--- config.mk ---
export PLATFORM = sky130hd
export DESIGN_NAME = instr_prefetch_unit
export DESIGN_NICKNAME = d
export VERILOG_FILES = /design/src/rtl/ipfu_pkg.sv /design/src/rtl/instr_prefetch_unit_prefetch_fifo.sv /design/src/rtl/instr_prefetch_unit.sv
export SDC_FILE = /design/constraint.sdc
export NUM_CORES = 1
export LEC_CHECK = 0
export CAP_MARGIN = 20
export CELL_PAD_IN_SITES_DETAIL_PLACEMENT = 1
export CELL_PAD_IN_SITES_GLOBAL_PLACEMENT = 1
export CORE_MARGIN = 4
export CORE_UTILIZATION = 49
export CTS_BUF_LIST = sky130_fd_sc_hd__clkbuf_2
export DETAILED_ROUTE_END_ITERATION = 6
export PLACE_DENSITY = 0.81
export SYNTH_ARGS = -nofsm -noshare
export SYNTH_HDL_FRONTEND = slang
export SYNTH_HIERARCHICAL = 1
export SYNTH_SLANG_ARGS = --single-unit
--- constraint.sdc ---
create_clock -name clk -period 11.5 [get_ports clk]
set_input_delay 2.3 -clock clk [delete_from_list [all_inputs] [get_ports clk]]
set_output_delay 2.3 -clock clk [all_outputs]
set_load 0.05 [all_outputs]
--- src/rtl/ipfu_pkg.sv ---
// ipfu_pkg: shared types and constants for the instruction prefetch unit.
//   - AXI4 read-channel encodings used by the fetch master.
//   - FSM state enumeration.
//   - Prefetch FIFO entry layout (pc, instruction word, bus-fault flag).
package ipfu_pkg;

  localparam logic [1:0] BURST_INCR = 2'b01;
  localparam logic [2:0] SIZE_4B    = 3'b010;
  localparam logic [1:0] RESP_OKAY  = 2'b00;

  // The entry pc field is sized for the widest supported fetch address;
  // narrower instances zero-extend on push and truncate on read.
  localparam int IPFU_PC_W = 64;

  typedef enum logic [1:0] {
    IDLE,
    REQ,
    DATA,
    DRAIN
  } ipfu_state_t;

  typedef struct packed {
    logic [IPFU_PC_W-1:0] pc;
    logic [31:0]          instr;
    logic                 fault;
  } ipfu_entry_t;

endpackage

--- src/rtl/instr_prefetch_unit_prefetch_fifo.sv ---
// prefetch_fifo: synchronous FIFO of ipfu_entry_t with a show-ahead head.
//   clk, srst   : clock, synchronous active-high reset
//   flush       : empties the FIFO this cycle (wins over push/pop)
//   push, push_data : write one entry
//   pop         : consume the head; ignored when empty
//   head_data, head_valid : current head entry and its valid flag
//   count       : number of stored entries (log2(DEPTH)+1 bits)
module prefetch_fifo
  import ipfu_pkg::*;
#(
  parameter int DEPTH = 8
) (
  input  logic                     clk,
  input  logic                     srst,
  input  logic                     flush,
  input  logic                     push,
  input  ipfu_entry_t              push_data,
  input  logic                     pop,
  output ipfu_entry_t              head_data,
  output logic                     head_valid,
  output logic [$clog2(DEPTH):0]   count
);

  localparam int PTR_W = $clog2(DEPTH);
  localparam int CNT_W = PTR_W + 1;

  ipfu_entry_t      mem [DEPTH];
  logic [PTR_W-1:0] wr_ptr_reg;
  logic [PTR_W-1:0] rd_ptr_reg;
  logic [CNT_W-1:0] count_reg;
  logic             pop_ok;

  assign pop_ok     = pop && (count_reg != '0);
  assign head_valid = (count_reg != '0);
  assign head_data  = mem[rd_ptr_reg];
  assign count      = count_reg;

  // Storage carries no reset so it maps onto plain distributed RAM.
  always_ff @(posedge clk) begin
    if (push) begin
      mem[wr_ptr_reg] <= push_data;
    end
  end

  always_ff @(posedge clk) begin
    if (srst || flush) begin
      wr_ptr_reg <= '0;
      rd_ptr_reg <= '0;
      count_reg  <= '0;
    end else begin
      if (push) begin
        wr_ptr_reg <= wr_ptr_reg + 1'b1;
      end
      if (pop_ok) begin
        rd_ptr_reg <= rd_ptr_reg + 1'b1;
      end
      count_reg <= count_reg + CNT_W'(push) - CNT_W'(pop_ok);
    end
  end

  // The fetch FSM reserves space before issuing a burst, so a push into a
  // full FIFO would indicate a reservation bug.
  assert property (@(posedge clk) disable iff (srst || flush)
    !(push && !pop_ok && (count_reg == CNT_W'(DEPTH))));

endmodule

--- src/rtl/instr_prefetch_unit.sv ---
// instr_prefetch_unit: autonomous AXI4 INCR-burst instruction prefetcher.
//   clk, reset                     : clock, synchronous active-high reset
//   fetch_enable                   : allows new bursts to be issued
//   redirect_valid, redirect_pc    : flush and restart fetching at redirect_pc
//   instr_valid/instr_ready        : head-of-FIFO handshake towards the core
//   instruction, instr_pc, instr_fault : head entry contents
//   m_axi_ar*                      : AXI4 read-address channel (master)
//   m_axi_r*                       : AXI4 read-data channel (master)
module instr_prefetch_unit
  import ipfu_pkg::*;
#(
  parameter int                ADDR_W     = 32,
  parameter int                FIFO_DEPTH = 8,
  parameter int                BURST_LEN  = 4,
  parameter logic [3:0]        AXI_ID     = 4'd0,
  parameter logic [ADDR_W-1:0] RESET_PC   = '0
) (
  input  logic              clk,
  input  logic              reset,
  input  logic              fetch_enable,
  input  logic              redirect_valid,
  input  logic [ADDR_W-1:0] redirect_pc,
  output logic              instr_valid,
  input  logic              instr_ready,
  output logic [31:0]       instruction,
  output logic [ADDR_W-1:0] instr_pc,
  output logic              instr_fault,
  output logic [ADDR_W-1:0] m_axi_araddr,
  output logic [1:0]        m_axi_arburst,
  output logic [3:0]        m_axi_arid,
  output logic [7:0]        m_axi_arlen,
  output logic [2:0]        m_axi_arsize,
  output logic              m_axi_arvalid,
  input  logic              m_axi_arready,
  input  logic [31:0]       m_axi_rdata,
  input  logic [3:0]        m_axi_rid,
  input  logic [1:0]        m_axi_rresp,
  input  logic              m_axi_rlast,
  input  logic              m_axi_rvalid,
  output logic              m_axi_rready
);

  localparam int          CNT_W       = $clog2(FIFO_DEPTH) + 1;
  localparam logic [12:0] BURST_BEATS = 13'(BURST_LEN);

  ipfu_state_t       state_reg, state_next;
  logic [ADDR_W-1:0] fetch_pc_reg, fetch_pc_next;
  logic [ADDR_W-1:0] target_reg, target_next;
  logic              flush_pending_reg, flush_pending_next;
  logic              halted_reg, halted_next;
  logic [ADDR_W-1:0] araddr_reg, araddr_next;
  logic [7:0]        arlen_reg, arlen_next;

  logic              push;
  ipfu_entry_t       push_entry;
  ipfu_entry_t       head_entry;
  logic              head_valid;
  logic [CNT_W-1:0]  fifo_count;
  logic              pop;
  logic              beat_accept;
  logic [ADDR_W-1:0] redirect_target;
  logic [12:0]       page_words;
  logic [12:0]       beats;
  logic [12:0]       free_slots;

  assign redirect_target = {redirect_pc[ADDR_W-1:2], 2'b00};
  assign pop             = head_valid && instr_ready;
  assign m_axi_rready    = (state_reg == DATA) || (state_reg == DRAIN);
  assign beat_accept     = m_axi_rvalid && m_axi_rready;

  // Words left before the next 4 KB page; a burst never crosses it.
  assign page_words = (13'h1000 - {1'b0, fetch_pc_reg[11:0]}) >> 2;
  assign beats      = (page_words < BURST_BEATS) ? page_words : BURST_BEATS;
  // A pop in the same cycle already frees its slot for the reservation.
  assign free_slots = 13'(FIFO_DEPTH) - 13'(fifo_count) + 13'(pop);

  always_comb begin
    state_next         = state_reg;
    fetch_pc_next      = fetch_pc_reg;
    target_next        = target_reg;
    flush_pending_next = flush_pending_reg;
    halted_next        = halted_reg;
    araddr_next        = araddr_reg;
    arlen_next         = arlen_reg;
    push               = 1'b0;
    push_entry         = '0;
    push_entry.pc[ADDR_W-1:0] = fetch_pc_reg;
    push_entry.instr   = m_axi_rdata;
    push_entry.fault   = (m_axi_rresp != RESP_OKAY);

    if (redirect_valid) begin
      target_next = redirect_target;
      halted_next = 1'b0;
    end

    case (state_reg)
      IDLE: begin
        if (redirect_valid) begin
          fetch_pc_next = redirect_target;
        end else if (fetch_enable && !halted_reg && (free_slots >= beats)) begin
          state_next  = REQ;
          araddr_next = fetch_pc_reg;
          arlen_next  = 8'(beats - 13'd1);
        end
      end
      REQ: begin
        // The address phase cannot be withdrawn; a redirect here only
        // marks the burst for discarding once it is accepted.
        if (redirect_valid) begin
          flush_pending_next = 1'b1;
        end
        if (m_axi_arready) begin
          state_next         = (flush_pending_reg || redirect_valid) ? DRAIN : DATA;
          flush_pending_next = 1'b0;
        end
      end
      DATA: begin
        if (redirect_valid) begin
          // Beat arriving with the redirect is dropped along with the flush.
          if (beat_accept && m_axi_rlast) begin
            state_next    = IDLE;
            fetch_pc_next = redirect_target;
          end else begin
            state_next = DRAIN;
          end
        end else if (beat_accept) begin
          push          = 1'b1;
          fetch_pc_next = fetch_pc_reg + ADDR_W'(4);
          if (m_axi_rresp != RESP_OKAY) begin
            halted_next = 1'b1;
          end
          if (m_axi_rlast) begin
            state_next = IDLE;
          end
        end
      end
      DRAIN: begin
        if (beat_accept && m_axi_rlast) begin
          state_next    = IDLE;
          fetch_pc_next = redirect_valid ? redirect_target : target_reg;
        end
      end
      default: state_next = IDLE;
    endcase
  end

  always_ff @(posedge clk) begin
    if (reset) begin
      state_reg         <= IDLE;
      fetch_pc_reg      <= RESET_PC;
      target_reg        <= RESET_PC;
      flush_pending_reg <= 1'b0;
      halted_reg        <= 1'b0;
      araddr_reg        <= '0;
      arlen_reg         <= '0;
    end else begin
      state_reg         <= state_next;
      fetch_pc_reg      <= fetch_pc_next;
      target_reg        <= target_next;
      flush_pending_reg <= flush_pending_next;
      halted_reg        <= halted_next;
      araddr_reg        <= araddr_next;
      arlen_reg         <= arlen_next;
    end
  end

  prefetch_fifo #(
    .DEPTH(FIFO_DEPTH)
  ) u_fifo (
    .clk       (clk),
    .srst      (reset),
    .flush     (redirect_valid),
    .push      (push),
    .push_data (push_entry),
    .pop       (pop),
    .head_data (head_entry),
    .head_valid(head_valid),
    .count     (fifo_count)
  );

  // Head fields are gated so uninitialised RAM never reaches the outputs.
  assign instr_valid = head_valid;
  assign instruction = head_valid ? head_entry.instr : '0;
  assign instr_pc    = head_valid ? head_entry.pc[ADDR_W-1:0] : '0;
  assign instr_fault = head_valid && head_entry.fault;

  assign m_axi_araddr  = araddr_reg;
  assign m_axi_arlen   = arlen_reg;
  assign m_axi_arvalid = (state_reg == REQ);
  assign m_axi_arburst = BURST_INCR;
  assign m_axi_arsize  = SIZE_4B;
  assign m_axi_arid    = AXI_ID;

  logic unused_bits;
  assign unused_bits = ^{m_axi_rid, redirect_pc[1:0], head_entry.pc};

endmodule

# Word-level counts from Yosys, hierarchy flattened
# Memory sizes are Yosys's and may differ from the RTL's. A register that Yosys moved wholly into a read port is not among the register bits.
# Index checks and enable logic that the tools add are counted.
# Widths: inputs -> output; s select.
# classes
addsub	9
n_lt_le_gt_ge	2
n_eq_ne	11
muxes	34
bitwise_logic	1
reduce_logical	20
# ops
operator	count
$mux 32	8
$pmux 32 s3	1
$add 32x3->32 const B	1
$mux 2	8
$ge 13x11->1	1
$mux 1	13
$sub 13x12->13 const A	1
$lt 11x3->1 const B	1
$mux 11	1
$pmux 2 s4	1
$sub 8x1->8 const B	1
$logic_and 1x1->1	7
$add 3x1->3 const B	2
$add 5x2->6	1
$mux 3	2
$ne 2x2->1 const B	3
$ne 3x3->1 const B	2
$reduce_and 6->1	1
$reduce_and 5->1	1
$sub 4x4->5 const A	1
$add 4x1->4	1
$eq 2x2->1 const B	2
$ne 2x1->1 const B	2
$reduce_bool 2->1	2
other kinds (11)	13
# word_totals
reg_bits	118
mem_bits_rw	520
inputBits	78
output_inout_bits	117
elab_cells	88
memories	1
# memory_table
name	words	width	read_ports	rd_ports_with_merged_regs	write_ports	line	source
u_fifo.mem	8	65	1	1	1	instr_prefetch_unit_prefetch_fifo.sv:27	ipfu_entry_t mem [DEPTH];

# Logic depth before layout (Yosys ltp)
# depth
ltp_word	8
ltp_mapped	20
mapped_depth_nobuf	18

# Cells and area by module
# The synthesis kept the hierarchy.
# by_module_without_submodules
module	instances	cells_per_inst	area_each_um2	seq_area_each_um2
prefetch_fifo	1	1198	29761.0	23562.6
instr_prefetch_unit	1	786	6244.7	2162.1

# Worst setup path after synthesis
# OpenSTA, ideal clock, no wires.
# synth_path
path_kind	input-to-reg
from	input redirect_valid
to	memory u_fifo/mem[0][0] in the netlist's numbering, enable pin
setup_ns	0.672
arrival_ns	9.821
required_ns	10.828
path_slack_ns	1.007
stages	6
path_buffers	2
cell_sequence	buf_2 inv_1 clkbuf_1 and3_1 nand2b_1 nor3_1
# synth_between
elab_chain_cells	4
# synth_lines
element	line	source
start: declaration	instr_prefetch_unit.sv:21	input logic redirect_valid,
$mux 1	instr_prefetch_unit.sv:118	if (redirect_valid) begin
$mux 1	instr_prefetch_unit.sv:96	case (state_reg)
net push	instr_prefetch_unit.sv:54	logic push;
$mux 1	instr_prefetch_unit_prefetch_fifo.sv:40	if (push) begin
$mux 1 (implied by the code)	instr_prefetch_unit_prefetch_fifo.sv:41	mem[wr_ptr_reg] <= push_data;
end: declaration	instr_prefetch_unit_prefetch_fifo.sv:27	
# The timed path passes the listed nets, and every way through them passes these cells.

==> flow_summary_export.csv <==
group,metric,value,unit
global_route,grt.total_usage,0.228,
logic_synthesis,syn-cell-area,26400,um^2
die,dieHeight,240,um
routing,vias,15400,
pwr,p_leak,9.93,nW
routing,viasPerCell,5.71,
min_path,hold_class,"reg2reg",
sta,final.period_utilization,0.623,
pwr,ir_drop,0.0000645,V
logic_synthesis,avgSynthCellArea,16.3,um^2
setup_path,cpPeakStageDelay,0.89,ns
place,hpwl,37200,um
sta,max_slew.worst_pin.slew,1.12,ns
clocking,cts_buffers,160,
finish,largest-register,"u_fifo/mem",
finish,area_growth,14.8,%
global_route,antenna_found_initial,1,
clocking,postCtsHoldBufs,0,
sta,max-slew-margin-rel,0.254,
place,io_buffer_count,179,
sta,rsz0062_at_grt,"no",
die,start_util,0.499,
die,fp-row-count,84,
clocking,clk_latency,1.36,ns
setup_path,start_kind,"flop",
outcome,status,"finished, final reports clean",
finish,layout.nets,1983,
logic_synthesis,yosysWarnings,6,
die,core_area,53000,um^2
routing,wl_per_cell,23.8,um
sta,period_needed,7.17,ns
clocking,cts_resized,0,
clocking,clkSinkCount,641,
global_route,grt_pass1_wl,99100,um
die,die_w,240,um
setup_path,crit_type,"reg2out",
die,ioPinCount,195,
setup_path,worstPathCellList,"buf_4 > mux4_2 > mux2_2 > and2_1 > clkdlybuf4s50_1",
global_route,grt_pass1_vias,17000,
finish,fin_util,0.573,
place,globalplace.congestion,0.748,
run,cap_violations,0,
routing,drt_pass1_iterations,5,
setup_path,end_kind,"output pin",
global_route,grt_max_degree,85,
finish,largest_reg_flops,520,
sta,fin_skew,0.108,ns
setup_path,worstPathMaxFanout,42,
sta,setup_tns,0,ns
clocking,htreeDepth,4,
clocking,postCtsSetupRepairBufs,0,
sta,finalMaxSlewViolations,0,
sta,timing.fmax,0.140,GHz
routing,totalWireLength,64200,um
sta,setup_viol,0,
clocking,cts.clk_slew.worst_paths,0.10,ns
logic_synthesis,syn_inst,1619,
sta,hold_viol_final,0,
routing,ant_nets,0,
setup_path,crit_slowest_cell,"dfxtp_4",
clocking,ctsRootBufferMaster,"clkbuf_2",
finish,drive_gt1_frac,0.250,
clocking,cts_tree,"built",
clocking,cts_buffer_depth,3,
setup_path,required,9.20,ns
routing,drc,0,
routing,drt_iter0_markers,1001,
pwr,cellPowerDensity,138,nW/um^2
global_route,overflow,0,
die,die_area,57700,um^2
setup_path,crit_arrival,4.87,ns
==> cell usage in the layout, fill, tap and decap left out, types with 6 or more instances in the layout <==
cell,count
edfxtp_1,520
clkbuf_2,234
clkdlybuf4s50_1,177
mux4_2,130
dfxtp_1,118
nor2_1,102
nand2_1,71
and2_1,69
mux2_2,65
mux2i_1,54
a21oi_1,52
o21ai_0,37
clkinv_1,29
nand3_1,27
inv_1,26
buf_4,23
ha_1,21
xnor2_1,17
nand2b_1,15
a211oi_1,15
conb_1,15
a311oi_1,11
or3_1,10
nor3_1,10
xor2_1,10
a21o_1,8
o211ai_1,8
a221oi_1,8
a22o_1,7
nor2b_1,7
a31oi_1,6
and3_1,6
clkinvlp_4,6
nor2_4,6
==> per-layer routing <==
| metal | track usage | wire, um | up-vias |
|---|---|---|---|
| li1 | - | - | 6871 |
| met1 | 0.299 | 26800 | 7933 |
| met2 | 0.381 | 32500 | 461 |
| met3 | 0.0554 | 3490 | 101 |
| met4 | 0.0724 | 1470 | 0 |
| met5 | 0 | 0 | - |
==> final cells by class <==
| type | instances | area [um^2] |
|---|---|---|
| Tap cell | 688 | 861 |
| Fill cell | 5090 | 22600 |
| Clock buffer | 234 | 1170 |
| Inverter | 27 | 101 |
| Sequential cell | 641 | 18000 |
| Antenna cell | 2 | 5.00 |
| Clock inverter | 48 | 272 |
| Multi-Input combinational cell | 848 | 7820 |
| Timing Repair Buffer | 205 | 2060 |
==> through the flow <==
stage	power [mW]	hold slack (ns)	instances	cell area, um^2	worst slack [ns]
finish	4.18	0.478	2693	30300	4.33
global route	4.40	0.511	2692	30300	3.87
CTS	4.24	0.476	2687	30200	3.90
detailed placement	2.72	0.445	2405	28800	5.08
global placement	2.71	0.441	2405	28800	5.17
floorplan	2.65	0.428	1632	26500	3.26
==> worst max-delay path: cells and delay by family (launching register included) <==
kind / cells / cell delay, ns
buffers and inverters: 2 / 1.50
and+or+nand+nor: 1 / 0.19
muxes: 2 / 0.89
DFF: 1 / 0.89
==> worst paths after layout <==
| path | cells past startpoint | to | slack (ns) | start |
|---|---|---|---|---|
| setup reg to reg | 19 | m_axi_arlen[2]$_SDFFE_PP0P_ | 6.22 | u_fifo/count[2]$_SDFF_PP0_ |
| hold / removal | 2 | target_reg[16]$_SDFF_PP0_ | 0.48 | target_reg[16]$_SDFF_PP0_ |
| setup / recovery | 5 | instr_pc[17] | 4.33 | flop |
| hold reg to reg | 2 | target_reg[16]$_SDFF_PP0_ | 0.48 | target_reg[16]$_SDFF_PP0_ |
==> power breakdown <==
| part | switching, mW | internal, mW |
|---|---|---|
| clock | 0.922 | 0.592 |
| sequential | 0.0391 | 2.52 |
| combinational | 0.0665 | 0.0484 |
Note: power is estimated with default switching activity, not from simulation.
